[src/rtl/square_pkg.sv]
// Shared constants and helpers for the square scheduler.
//   clog2   : ceiling log2 of a positive integer
//   ch_w    : width of a channel index, never narrower than one bit
package square_pkg;

    localparam int unsigned OP_WIDTH_DEF = 16;
    localparam int unsigned N_CH_DEF     = 8;

    function automatic int unsigned clog2(input int unsigned n);
        int unsigned r;
        r = 0;
        while ((64'd1 << r) < 64'(n)) begin
            r++;
        end
        return r;
    endfunction

    function automatic int unsigned ch_w(input int unsigned n);
        return (clog2(n) < 1) ? 1 : clog2(n);
    endfunction

endpackage

[src/rtl/square_scheduler_if.sv]
// Request/result bundle of the square scheduler.
//   in_valid/in_data/in_ready : per-channel sample requests (channel i at [i*OP_WIDTH +: OP_WIDTH])
//   out_valid/out_ready       : result handshake
//   out_ch/out_result         : channel tag and squared sample
//   busy                      : a pipeline stage holds a sample
// master = requester/consumer side, slave = scheduler side.
interface square_scheduler_if
    import square_pkg::*;
#(
    parameter int unsigned OP_WIDTH = OP_WIDTH_DEF,
    parameter int unsigned N_CH     = N_CH_DEF,
    parameter int unsigned CH_W     = ch_w(N_CH)
) ();

    logic [N_CH-1:0]          in_valid;
    logic [N_CH*OP_WIDTH-1:0] in_data;
    logic [N_CH-1:0]          in_ready;
    logic                     out_valid;
    logic                     out_ready;
    logic [CH_W-1:0]          out_ch;
    logic [2*OP_WIDTH-1:0]    out_result;
    logic                     busy;

    modport master (
        output in_valid, in_data, out_ready,
        input  in_ready, out_valid, out_ch, out_result, busy
    );

    modport slave (
        input  in_valid, in_data, out_ready,
        output in_ready, out_valid, out_ch, out_result, busy
    );

endinterface

[src/rtl/meta_multiplier.sv]
// Unsigned combinational multiplier, WIDTH x WIDTH -> 2*WIDTH.
//   clk/rst_n : present for interface compatibility, not used
//   src0/src1 : operands
//   dst       : product
module meta_multiplier #(
    parameter int unsigned WIDTH = 16
) (
    input  logic               clk,
    input  logic               rst_n,
    input  logic [WIDTH-1:0]   src0,
    input  logic [WIDTH-1:0]   src1,
    output logic [2*WIDTH-1:0] dst
);

    logic unused_clk_rst;
    assign unused_clk_rst = clk ^ rst_n;

    assign dst = {{WIDTH{1'b0}}, src0} * {{WIDTH{1'b0}}, src1};

endmodule

[src/rtl/rr_arbiter.sv]
// Round-robin arbiter: searches req starting one past ptr, wrapping modulo N_CH.
//   req   : per-channel requests
//   ptr   : last granted channel
//   en    : when low no grant is issued
//   grant : one-hot (or zero) grant
//   idx   : encoded index of the grant (0 when none)
module rr_arbiter #(
    parameter int unsigned N_CH = 8,
    parameter int unsigned CH_W = 3
) (
    input  logic [N_CH-1:0] req,
    input  logic [CH_W-1:0] ptr,
    input  logic            en,
    output logic [N_CH-1:0] grant,
    output logic [CH_W-1:0] idx
);

    always_comb begin
        int unsigned c;
        logic        found;
        grant = '0;
        idx   = '0;
        found = 1'b0;
        c     = 0;
        for (int unsigned k = 1; k <= N_CH; k++) begin
            c = (32'(ptr) + k) % N_CH;
            if (en && !found && req[c]) begin
                found    = 1'b1;
                grant[c] = 1'b1;
                idx      = CH_W'(c);
            end
        end
    end

endmodule

[src/rtl/square_scheduler.sv]
// Shares one multiplier among N_CH channels to square their samples.
// Round-robin arbitration feeds a 2-stage pipeline (operand reg, result reg)
// with full backpressure; results come back tagged with their channel.
//   clk, rst : clock, synchronous active-high reset
//   bus      : request/result bundle (slave side)
module square_scheduler
    import square_pkg::*;
#(
    parameter int unsigned OP_WIDTH = OP_WIDTH_DEF,
    parameter int unsigned N_CH     = N_CH_DEF,
    parameter int unsigned SIGNED   = 1
) (
    input  logic             clk,
    input  logic             rst,
    square_scheduler_if.slave bus
);

    localparam int unsigned CH_W = ch_w(N_CH);
    localparam int unsigned RW   = 2 * OP_WIDTH;

    logic                s1_valid_q, s1_valid_d;
    logic [CH_W-1:0]     s1_ch_q, s1_ch_d;
    logic [OP_WIDTH-1:0] s1_op_q, s1_op_d;
    logic                out_valid_q, out_valid_d;
    logic [CH_W-1:0]     out_ch_q, out_ch_d;
    logic [RW-1:0]       out_result_q, out_result_d;
    logic [CH_W-1:0]     rr_ptr_q, rr_ptr_d;

    logic                adv1, adv2, accept;
    logic [N_CH-1:0]     grant;
    logic [CH_W-1:0]     grant_idx;
    logic [OP_WIDTH-1:0] samples [N_CH];
    logic [OP_WIDTH-1:0] sample, operand;
    logic [RW-1:0]       product;

    assign adv2 = !out_valid_q || bus.out_ready;
    assign adv1 = !s1_valid_q || adv2;

    // Gating with rst keeps in_ready low for the whole reset cycle.
    rr_arbiter #(
        .N_CH (N_CH),
        .CH_W (CH_W)
    ) u_arb (
        .req   (bus.in_valid),
        .ptr   (rr_ptr_q),
        .en    (adv1 && !rst),
        .grant (grant),
        .idx   (grant_idx)
    );

    // A grant only exists for an asserted request, so any grant is a handshake.
    assign accept       = |grant;
    assign bus.in_ready = grant;

    always_comb begin
        for (int unsigned i = 0; i < N_CH; i++) begin
            samples[i] = bus.in_data[i*OP_WIDTH +: OP_WIDTH];
        end
        sample = samples[grant_idx];
        // Most negative value negates to itself and still squares correctly unsigned.
        if (SIGNED != 0 && sample[OP_WIDTH-1]) begin
            operand = ~sample + OP_WIDTH'(1);
        end else begin
            operand = sample;
        end
    end

    meta_multiplier #(
        .WIDTH (OP_WIDTH)
    ) u_mult (
        .clk   (1'b0),
        .rst_n (1'b1),
        .src0  (s1_op_q),
        .src1  (s1_op_q),
        .dst   (product)
    );

    always_comb begin
        s1_valid_d   = s1_valid_q;
        s1_ch_d      = s1_ch_q;
        s1_op_d      = s1_op_q;
        out_valid_d  = out_valid_q;
        out_ch_d     = out_ch_q;
        out_result_d = out_result_q;
        rr_ptr_d     = rr_ptr_q;
        if (adv1) begin
            s1_valid_d = accept;
            s1_ch_d    = grant_idx;
            s1_op_d    = operand;
        end
        if (adv2) begin
            out_valid_d  = s1_valid_q;
            out_ch_d     = s1_ch_q;
            out_result_d = product;
        end
        if (accept) begin
            rr_ptr_d = grant_idx;
        end
    end

    always_ff @(posedge clk) begin
        if (rst) begin
            s1_valid_q   <= 1'b0;
            s1_ch_q      <= '0;
            s1_op_q      <= '0;
            out_valid_q  <= 1'b0;
            out_ch_q     <= '0;
            out_result_q <= '0;
            rr_ptr_q     <= CH_W'(N_CH - 1);
        end else begin
            s1_valid_q   <= s1_valid_d;
            s1_ch_q      <= s1_ch_d;
            s1_op_q      <= s1_op_d;
            out_valid_q  <= out_valid_d;
            out_ch_q     <= out_ch_d;
            out_result_q <= out_result_d;
            rr_ptr_q     <= rr_ptr_d;
        end
    end

    assign bus.out_valid  = out_valid_q;
    assign bus.out_ch     = out_ch_q;
    assign bus.out_result = out_result_q;
    assign bus.busy       = s1_valid_q || out_valid_q;

endmodule
[src/flat_wrapper.sv]
// flat-port wrapper written by rule: the top's interface ports become plain ports
module square_scheduler_flat import square_pkg::*;
#(
    parameter int unsigned OP_WIDTH = OP_WIDTH_DEF,
    parameter int unsigned N_CH     = N_CH_DEF,
    parameter int unsigned SIGNED   = 1
)
  (clk, rst, bus_in_valid, bus_in_data, bus_out_ready, bus_in_ready, bus_out_valid, bus_out_ch, bus_out_result, bus_busy);
  square_scheduler_if #(.OP_WIDTH(OP_WIDTH), .N_CH(N_CH)) bus_i ();
  input  logic clk;
  input  logic rst;
  input wire logic [$bits(bus_i.in_valid)-1:0] bus_in_valid;
  input wire logic [$bits(bus_i.in_data)-1:0] bus_in_data;
  input wire logic [$bits(bus_i.out_ready)-1:0] bus_out_ready;
  output wire logic [$bits(bus_i.in_ready)-1:0] bus_in_ready;
  output wire logic [$bits(bus_i.out_valid)-1:0] bus_out_valid;
  output wire logic [$bits(bus_i.out_ch)-1:0] bus_out_ch;
  output wire logic [$bits(bus_i.out_result)-1:0] bus_out_result;
  output wire logic [$bits(bus_i.busy)-1:0] bus_busy;
  assign bus_i.in_valid = bus_in_valid;
  assign bus_i.in_data = bus_in_data;
  assign bus_i.out_ready = bus_out_ready;
  assign bus_in_ready = bus_i.in_ready;
  assign bus_out_valid = bus_i.out_valid;
  assign bus_out_ch = bus_i.out_ch;
  assign bus_out_result = bus_i.out_result;
  assign bus_busy = bus_i.busy;
  square_scheduler #(.OP_WIDTH(OP_WIDTH), .N_CH(N_CH), .SIGNED(SIGNED)) u_core (.clk(clk), .rst(rst), .bus(bus_i));
endmodule
[config.mk]
export PLATFORM = sky130hd
export DESIGN_NAME = square_scheduler_flat
export DESIGN_NICKNAME = d
export VERILOG_FILES = /design/src/rtl/square_pkg.sv /design/src/rtl/square_scheduler_if.sv /design/src/rtl/meta_multiplier.sv /design/src/rtl/rr_arbiter.sv /design/src/rtl/square_scheduler.sv /design/src/flat_wrapper.sv
export SDC_FILE = /design/constraint.sdc
export NUM_CORES = 1
export LEC_CHECK = 0
export CAP_MARGIN = 20
export CELL_PAD_IN_SITES_DETAIL_PLACEMENT = 0
export CELL_PAD_IN_SITES_GLOBAL_PLACEMENT = 2
export CORE_MARGIN = 3
export CORE_UTILIZATION = 37
export DETAILED_ROUTE_END_ITERATION = 10
export GPL_ROUTABILITY_DRIVEN = 0
export HOLD_SLACK_MARGIN = 0.05
export PLACE_DENSITY_LB_ADDON = 0.1
export SLEW_MARGIN = 15
export SYNTH_ARGS = -nofsm -noshare
export SYNTH_HDL_FRONTEND = slang
export SYNTH_SLANG_ARGS = --single-unit
[constraint.sdc]
create_clock -name clk -period 20.4 [get_ports clk]
set_clock_uncertainty 0.15 [all_clocks]
set_input_delay 4.08 -clock clk [delete_from_list [all_inputs] [get_ports clk]]
set_output_delay 4.08 -clock clk [all_outputs]
set_load 0.02 [all_outputs]
==> flow_summary.json <==
{
  "critical_path.max_fanout": 19,
  "fillers": 3198,
  "crit_chain": "clkdlybuf4s50_1 > and3b_1 > nor2_1 > nand4_4 > or2_2 > a21oi_1 > a222oi_1 > nand2_1 > nor2_1 > a21oi_1 > clkdlybuf4s50_1",
  "hpwl_mm": 28.1,
  "cp.arrival_ps": 7620,
  "wl_per_cell_um": 17.5,
  "via_per_inst": 5.06,
  "core_um2": 31800,
  "crit_slowest_cell": "clkdlybuf4s50_1",
  "syn-num-nets": 1798,
  "num_vias": 9946,
  "nets": 1937,
  "rrSetupSlack_ps": 12840,
  "area_growth_syn_to_layout_pct": 20.6,
  "clkLatencyLatePin_ps": 360,
  "setup_viol": 0,
  "hold_viol": 0,
  "dieWidth_um": 186,
  "holdWs_ps": 299,
  "reg2reg_depth": 25,
  "grt_max_degree": 61,
  "diodes": 0,
  "hold_path_end": "u_core.bus.out_result[12]$_SDFFE_PP0P_",
  "period_minus_slack_ps": 11850,
  "drv_slew": 0,
  "ys_seq_area_frac": 0.0964,
  "synth_area_um2": 12000,
  "grt_use_total": 0.203,
  "yosys_warnings": 0,
  "antenna_found_initial": 0,
  "multi_input_area_um2": 9760,
  "slowest_delay_ps": 630,
  "tns_ps": 0,
  "synth_top_flop_cell": "dfxtp_1",
  "cts_buffers": 9,
  "initial_core_util": 0.379,
  "r2r_end": "u_core.bus.out_result[30]$_SDFFE_PP0P_",
  "seq_area_um2": 1160,
  "path_buf_inv": 2,
  "required_ps": 16170,
  "cts_setup_buffers": 0,
  "antenna_left": 0,
  "end_kind": "output pin",
  "port_buffers": 182,
  "boundaryPins": 184,
  "tritoncts": "yes",
  "clock.fmax_mhz": 84.4,
  "outcome": "finished, final reports clean",
  "routed_wl_mm": 34.4,
  "hold_class": "flip-flop to flip-flop",
  "rsz0062_at_grt": "false",
  "grt_pass1_vias": 10600,
  "layout-drive-gt1-share": 0.0555,
  "yosysUniqueCellTypes": 76,
  "drc": 0,
  "die-area_um2": 34700,
  "post_cts_resized": 0,
  "ys_seq_elements": 58,
  "cts.clk_slew.worst_paths_ps": 60,
  "r2r-start": "u_core.s1_op_q[15]$_SDFFE_PP0N_",
  "critPathKind": "input port to output pin",
  "cts_hold_buf": 0,
  "hold_path_depth": 2,
  "synth.avg_cell_area_um2": 8.68,
  "cp_top_family": "simple AND/OR/NAND/NOR gates",
  "synth_cells": 1388,
  "dr.first_iter.drc_count": 429,
  "synth_edf_count": 0,
  "grt_pass1_wl_mm": 56.7,
  "crit_start": "bus_out_ready",
  "period_share": 0.581,
  "clock_sinks": 58,
  "gr-total-overflow": 0,
  "min_from": "u_core.bus.out_result[12]$_SDFFE_PP0P_",
  "cts_root_buf": "clkbuf_16",
  "tightest_slew_ps": 1060,
  "crit_path_start_kind": "input port",
  "fp.dieH_um": 186,
  "drtPass1Iterations": 5,
  "htree_levels": 3,
  "ys_async_sr_fraction": 0,
  "slew-limit-headroom": 0.289,
  "rows": 65,
  "clk_path_buf_depth": 2,
  "cap_violations": 0
}
placed cells by master (no fill, tap or decap), types with 6 or more instances in the layout:
cell type / netlist / final
buf_4: 5 / 10
and3_1: 10 / 10
a31oi_1: 6 / 6
clkdlybuf4s50_1: 0 / 181
clkbuf_16: 0 / 9
mux2_2: 20 / 20
nand2b_1: 14 / 14
nor2b_1: 11 / 10
dfxtp_1: 58 / 58
a21o_1: 11 / 11
o21ai_1: 6 / 6
nand3_1: 18 / 18
nand2_1: 160 / 160
mux4_2: 14 / 14
xor2_1: 12 / 12
and2_1: 58 / 58
mux2i_1: 89 / 89
nor2_1: 69 / 69
fa_1: 164 / 164
ha_1: 107 / 107
or3_1: 8 / 8
nor3_1: 16 / 16
o21ai_0: 23 / 23
a21oi_1: 72 / 72
a211oi_1: 8 / 8
inv_1: 228 / 228
or2_2: 9 / 9
xnor2_1: 29 / 29
worst max path at each step:
stage	endpoint	slack, ps	depth (start not counted)
floorplan	bus_in_ready[3]	9850	9
global placement	bus_in_ready[4]	8590	11
detailed placement	bus_in_ready[2]	8570	11
CTS	bus_in_ready[2]	8550	11
global route	bus_in_ready[5]	8180	11
finish	bus_in_ready[2]	8550	11
state kept, by name, summed over array words and instances, names as in the netlist:
register / count
u_core.bus.out_result: 31
u_core.s1_op_q: 16
u_core.bus.out_ch: 3
u_core.rr_ptr_q: 3
u_core.s1_ch_q: 3
u_core.bus.out_valid: 1
u_core.s1_valid_q: 1
cells in the mapped netlist (20+ instances only):
master	instances	area [um^2]
inv_1	228	856
fa_1	164	3280
nand2_1	160	601
ha_1	107	1340
mux2i_1	89	891
a21oi_1	72	360
nor2_1	69	259
and2_1	58	363
dfxtp_1	58	1160
clkbuf_1	41	154
xnor2_1	29	254
o21ai_0	23	115
mux2_2	20	225
worst register-to-register path, delay by kind of cell (launching register included):
family / cells / cell delay [ps]
buffers and inverters: 4 / 250
adder cells (fa/ha/maj): 7 / 3490
XOR/XNOR: 1 / 170
AND/OR/NAND/NOR: 4 / 510
flip-flops: 1 / 770
AO/OA/AOI/OAI: 9 / 2150
cell families after synthesis:
group           synth area share
fa+ha+maj                  0.384
buf+inv                   0.0953
other cells             0.000311
mux                        0.124
xor+xnor                  0.0298
simple gates               0.164
compound gates             0.107
flops                     0.0964
stage by stage:
stage | util | cell area (um^2) | worst slack (ps) | std cells
6_report | 0.457 | 14500 | 8550 | 1967
3_5_place_dp | 0.447 | 14200 | 8570 | 1951
3_3_place_gp | 0.447 | 14200 | 8590 | 1951
2_1_floorplan | - | 12000 | 9850 | 1388
5_1_grt | 0.457 | 14500 | 8180 | 1967
4_1_cts | 0.457 | 14500 | 8550 | 1967
layer usage:
| metal | wire (um) | global-route usage | share of wire |
|---|---|---|---|
| met5 | 0 | 0 | 0 |
| met4 | 682 | 0.0515 | 0.020 |
| met3 | 2010 | 0.0404 | 0.058 |
| met2 | 15800 | 0.339 | 0.46 |
| met1 | 15800 | 0.271 | 0.46 |
area by class of cell:
cell class                      instances  share of cell area
Timing Repair Buffer                  192               0.130
Inverter                              228              0.0589
Sequential cell                        58              0.0800
Clock inverter                          7             0.00534
Tap cell                              435              0.0375
Multi-Input combinational cell       1038               0.672
Clock buffer                            9              0.0155
Power is not shown: default switching activity piles up to over one toggle a cycle in this logic, so the estimate is an artifact.
